## config.mk

```make
export PLATFORM = sky130hd
export DESIGN_NAME = bottle_fill_ctrl
export DESIGN_NICKNAME = d
export VERILOG_FILES = /design/src/rtl/bottle_fill_ctrl.sv
export SDC_FILE = /design/constraint.sdc
export NUM_CORES = 1
export LEC_CHECK = 0
export CAP_MARGIN = 20
export CORE_MARGIN = 5
export CORE_UTILIZATION = 53
export CTS_CLUSTER_DIAMETER = 80
export CTS_CLUSTER_SIZE = 30
export DETAILED_ROUTE_END_ITERATION = 7
export PLACE_DENSITY = 0.76
export SKIP_LAST_GASP = 1
export SLEW_MARGIN = 5
export SYNTH_ARGS = -nofsm -noshare
export SYNTH_HDL_FRONTEND = slang
export SYNTH_SLANG_ARGS = --single-unit
```

## constraint.sdc

```tcl
create_clock -name clk_1khz -period 3 [get_ports clk_1khz]
set_input_delay 0.45 -clock clk_1khz [delete_from_list [all_inputs] [get_ports clk_1khz]]
set_output_delay 0.45 -clock clk_1khz [all_outputs]
set_load 0.05 [all_outputs]
```

## src/rtl/bottle_fill_ctrl.sv

```systemverilog
// bottle_fill_ctrl: pill bottling controller with BCD targets/counts, fault recovery, blinking display and buzzer
module bottle_fill_ctrl #(
  parameter int PILL_DIGITS = 3,
  parameter int BOTTLE_DIGITS = 2,
  parameter int BEEP_DIV = 250,
  parameter int BLINK_DIV = 125
) (
  input  logic clk_1khz,
  input  logic switch_clr,
  input  logic btn_sel,
  input  logic btn_inc,
  input  logic btn_go,
  input  logic pill_pulse,
  input  logic estop,
  input  logic hopper_empty,
  input  logic conveyor_stall,
  output logic [1:0] state_o,
  output logic [4*(PILL_DIGITS+BOTTLE_DIGITS)-1:0] disp_bcd,
  output logic [2:0] fault_code,
  output logic feeder_en,
  output logic beep
);
  localparam int P = PILL_DIGITS;
  localparam int D = PILL_DIGITS + BOTTLE_DIGITS;
  localparam int PW = $clog2(D);
  localparam int BLW = $clog2(BLINK_DIV + 1);
  localparam int BPW = $clog2(BEEP_DIV + 1);
  localparam logic [PW-1:0] LAST = PW'(D - 1);
  localparam logic [BLW-1:0] BLK_END = BLW'(BLINK_DIV - 1);
  localparam logic [BPW-1:0] H_DONE = BPW'(BEEP_DIV - 1);
  localparam logic [BPW-1:0] H_ERR = BPW'(BEEP_DIV / 2 - 1);
  localparam logic [4*D-1:0] TGT_RST = (4*D)'(1) | ((4*D)'(1) << (4*P));
  typedef enum logic [1:0] {SETTING, RUNNING, DONE, ERROR} state_t;
  state_t state, st_n;
  logic [D-1:0][3:0] tgt, cnt, disp;
  logic [P-1:0][3:0] pn;
  logic [D-P-1:0][3:0] bn;
  logic [PW-1:0] pos;
  logic [BLW-1:0] blk;
  logic [BPW-1:0] bdiv, half;
  logic p_sel, p_inc, p_go, p_pill, e_sel, e_inc, e_go, e_pill;
  logic fault, pc, bc, hit_p, hit_b, blink_ph;
  assign e_sel = btn_sel & ~p_sel;
  assign e_inc = btn_inc & ~p_inc;
  assign e_go = btn_go & ~p_go;
  assign e_pill = pill_pulse & ~p_pill;
  assign fault = estop | hopper_empty | conveyor_stall;
  assign hit_p = pn == tgt[P-1:0];
  assign hit_b = bn == tgt[D-1:P];
  assign half = state == DONE ? H_DONE : H_ERR;
  // post-increment counts feed both the update and the completion compare
  always_comb begin
    pn = cnt[P-1:0];
    bn = cnt[D-1:P];
    pc = 1'b1;
    bc = 1'b1;
    for (int i = 0; i < P; i++) begin
      pn[i] = pc ? (cnt[i] == 4'd9 ? 4'd0 : cnt[i] + 4'd1) : cnt[i];
      pc = pc & (cnt[i] == 4'd9);
    end
    for (int i = 0; i < D-P; i++) begin
      bn[i] = bc ? (cnt[P+i] == 4'd9 ? 4'd0 : cnt[P+i] + 4'd1) : cnt[P+i];
      bc = bc & (cnt[P+i] == 4'd9);
    end
  end
  assign st_n = state == SETTING ? (e_go && |tgt[P-1:0] && |tgt[D-1:P] ? RUNNING : SETTING)
              : state == RUNNING ? (fault ? ERROR : (e_pill && hit_p && hit_b ? DONE : RUNNING))
              : state == DONE ? (e_go ? SETTING : DONE)
              : (e_go && !fault ? RUNNING : ERROR);
  always_comb begin
    disp = state == SETTING ? tgt : cnt;
    if (state == SETTING && !blink_ph) disp[pos] = 4'hF;
  end
  assign disp_bcd = disp;
  assign state_o = state;
  assign feeder_en = state == RUNNING && !fault;
  always_ff @(posedge clk_1khz or negedge switch_clr) begin
    if (!switch_clr) begin
      state <= SETTING;
      pos <= '0;
      cnt <= '0;
      tgt <= TGT_RST;
      fault_code <= '0;
      {p_sel, p_inc, p_go, p_pill} <= '0;
      blk <= '0;
      blink_ph <= 1'b1;
      bdiv <= '0;
      beep <= 1'b0;
    end else begin
      {p_sel, p_inc, p_go, p_pill} <= {btn_sel, btn_inc, btn_go, pill_pulse};
      state <= st_n;
      blk <= blk == BLK_END ? '0 : blk + 1'b1;
      if (blk == BLK_END) blink_ph <= ~blink_ph;
      if (st_n != state) begin
        bdiv <= '0;
        beep <= 1'b0;
      end else if (state == DONE || state == ERROR) begin
        bdiv <= bdiv == half ? '0 : bdiv + 1'b1;
        if (bdiv == half) beep <= ~beep;
      end
      if (state == SETTING && e_inc) tgt[pos] <= tgt[pos] == 4'd9 ? 4'd0 : tgt[pos] + 4'd1;
      if (state == SETTING && e_sel) pos <= pos == LAST ? '0 : pos + 1'b1;
      if (state == RUNNING && fault) fault_code <= {conveyor_stall, hopper_empty, estop};
      if (state == RUNNING && !fault && e_pill) begin
        cnt[P-1:0] <= hit_p ? '0 : pn;
        if (hit_p) cnt[D-1:P] <= bn;
      end
      if ((state == SETTING && st_n == RUNNING) || (state == DONE && e_go)) cnt <= '0;
    end
  end
endmodule

```

==> results.json <==
{
  "gp_congestion": 0.9548,
  "firstDrtPassIters": 5,
  "cts_buffer_depth": 2,
  "io_pins": 36,
  "hold_class": "in2async",
  "post-route-period-util": 1.019,
  "core-area_um2": 8258,
  "worstMarginPinSlew_ns": 0.7032,
  "syn-cell-area_um2": 4517,
  "synth_cell_types": 71,
  "fmax_mhz": 327.1,
  "vias": 4244,
  "period_needed_ns": 3.057,
  "ys.warnings.count": 0,
  "drc": 0,
  "finalSetupViolCount": 8,
  "wl_met3_um": 897,
  "grt_pass1_wl_um": 19820,
  "synth_top_flop_cell": "dfrtp_1",
  "post_drt_wl_per_cell_um": 18.26,
  "synth_area_leaders": "dfrtp_1 37%, mux2_2 4.5%, nor2_1 3.5%",
  "run_status": "finished, violations left",
  "die_h_um": 102.3,
  "dr.first_iter.drc_count": 332,
  "fin_area_um2": 5562,
  "syn_area_per_cell_um2": 9.070,
  "cts_tree": "built",
  "crit_arrival_ns": 3.31,
  "grt-ovfl-total": 0,
  "grt_max_degree": 43,
  "cts_root_buf": "clkbuf_8",
  "ant_nets": 0,
  "viasPerCell": 6.306,
  "setup_tns_ns": -0.1726,
  "violations": "negative setup slack",
  "start_kind": "register",
  "drt_wl_total_um": 12290,
  "finClkSkew_ns": 0.01352,
  "p_total_mw": 2.184,
  "n_antenna_cell": 0,
  "die_x_um": 102.3,
  "nFillCells": 672,
  "fin_nets": 583,
  "cts.sink_count": 69,
  "wl_met1_um": 5199,
  "maxCapViolations": 0,
  "fp-row-count": 33,
  "place_inst": 646,
  "final_cells": 673,
  "antenna_found_initial": 0,
  "leakage_nw": 2.514,
  "slew_violations": 0,
  "clkTransAtPathRegs_ns": 0.09,
  "synth_cells": 498,
  "synth_edf_count": 0,
  "syn_to_final_growth_pct": 23.13,
  "hold_viol": 0,
  "final_common_cell": "dfrtp_1",
  "dp_hpwl_um": 8750,
  "grt_pass1_vias": 3977,
  "worstPathRequired_ns": 3.25,
  "place_area_um2": 5142,
  "rsz0062_at_grt": "true",
  "whs_ns": 0.1056,
  "dieArea_um2": 10470,
  "async_flop_share": 1.000,
  "peakVddDrop_mv": 0.3361,
  "fin_util": 0.6735,
  "final_cell_mix": "66 x dfrtp_1, 50 x buf_4, 41 x nor2_1, 41 x nand2_1, 29 x o21ai_0",
  "path_max_fanout": 7,
  "postLayoutSetupSlackWorst_ns": -0.05745,
  "groute.usage.overall": 0.2428,
  "pre_cts_ws_ns": -0.05404,
  "syn-num-nets": 518,
  "synth-seq-cells": 69,
  "power_per_cell_area_nw_per_um2": 392.6,
  "yosysTopAreaCell": "dfrtp_1",
  "synth_top_area_frac": 0.3657,
  "numPortBuffers": 35,
  "initial_core_util": 0.5470,
  "topRoutingLayerUsed": "met4",
  "criticalPathCategory": "reg2reg",
  "numCtsBuffers": 9,
  "endpoint_kind": "register",
  "h-tree-depth": 3,
  "clk_latency_ns": 0.36,
  "drive_gt1_frac": 0.2289,
  "relSlewSlack": 0.5250,
  "yosysSeqAreaShare": 0.3831,
  "dr_wl_met2_um": 5857
}
## Yosys cell counts, types with 9 or more instances
cell	count
dfrtp_1	66
nor2_1	42
nand2_1	41
o21ai_0	31
a21oi_1	29
inv_1	21
mux2_2	18
clkbuf_1	17
o22a_1	12
or3_1	12
a31oi_1	11
ha_1	11
mux2i_1	11
xor2_1	10
nand2b_1	9
nand3_1	9
nor3_1	9
## kinds of logic after synthesis
family | share of synthesized area
adder cells (fa/ha/maj) | 0.03269
AND/OR/NAND/NOR | 0.2241
multiplexers | 0.08421
AO/OA/AOI/OAI | 0.2028
XOR/XNOR | 0.03296
flip-flops | 0.3831
buffers and inverters | 0.04016
## registers in the layout, summed over array words and instances (netlist names)
signal,cells
bdiv,8
p_go,1
blk,7
p_pill,1
p_sel,1
tgt,20
blink_ph,1
fault_code,3
pos,3
state_o,2
beep,1
p_inc,1
cnt,20
## worst paths after layout
| check | startpoint | end | slack (ns) | cells past startpoint |
|---|---|---|---|---|
| setup / recovery | cnt[5] | cnt[2] | -0.06 | 11 |
| hold / removal | switch_clr | cnt[11] | 0.11 | 1 |
| setup reg to reg | cnt[5] | cnt[2] | -0.06 | 11 |
| hold reg to reg | blk[0] | blk[0] | 0.48 | 1 |
| max in group asynchronous | switch_clr | blink_ph | 2.16 | 2 |
| min in group clk_1khz | blk[0] | blk[0] | 0.48 | 1 |
## power by group
group	switching, mW	internal (mW)
sequential	0.0758	0.995
combinational	0.195	0.146
clock	0.386	0.384
## per-layer routing
metal  GRT usage  vias up
met3     0.03754       38
met5           0        -
met1      0.3346     2055
li1            -     1962
met4     0.07568        0
met2      0.3953      189
## final cells by class
cell class / instances / area [µm²] / area share
Inverter: 22 / 82.58 / 0.01485
Tap cell: 105 / 131.4 / 0.02362
Multi-Input combinational cell: 385 / 2725 / 0.4900
Sequential cell: 69 / 1730 / 0.3111
Clock inverter: 6 / 63.81 / 0.01147
Clock buffer: 10 / 127.6 / 0.02295
Timing Repair Buffer: 76 / 700.7 / 0.1260
## critical path, stage by stage (launching register included)
cell,delay [ns]
dfrtp_1,0.37
inv_2,0.06
ha_4,0.16
and3b_2,0.25
and4_4,0.19
or3_4,0.37
a221o_1,0.30
or4_4,0.56
o21bai_4,0.28
buf_6,0.17
nor2_2,0.04
o22a_1,0.19
## what timing repair did
item / in CTS / in global routing
endpoints found under the setup margin: 17 / 25
pin swaps: 3 / 11
gates resized for setup: 6 / 27
buffers inserted: 5 / 5
gates cloned: 0 / 1
hold buffers: 0 / 0
No activity file was read; power rests on OpenSTA's default activity.
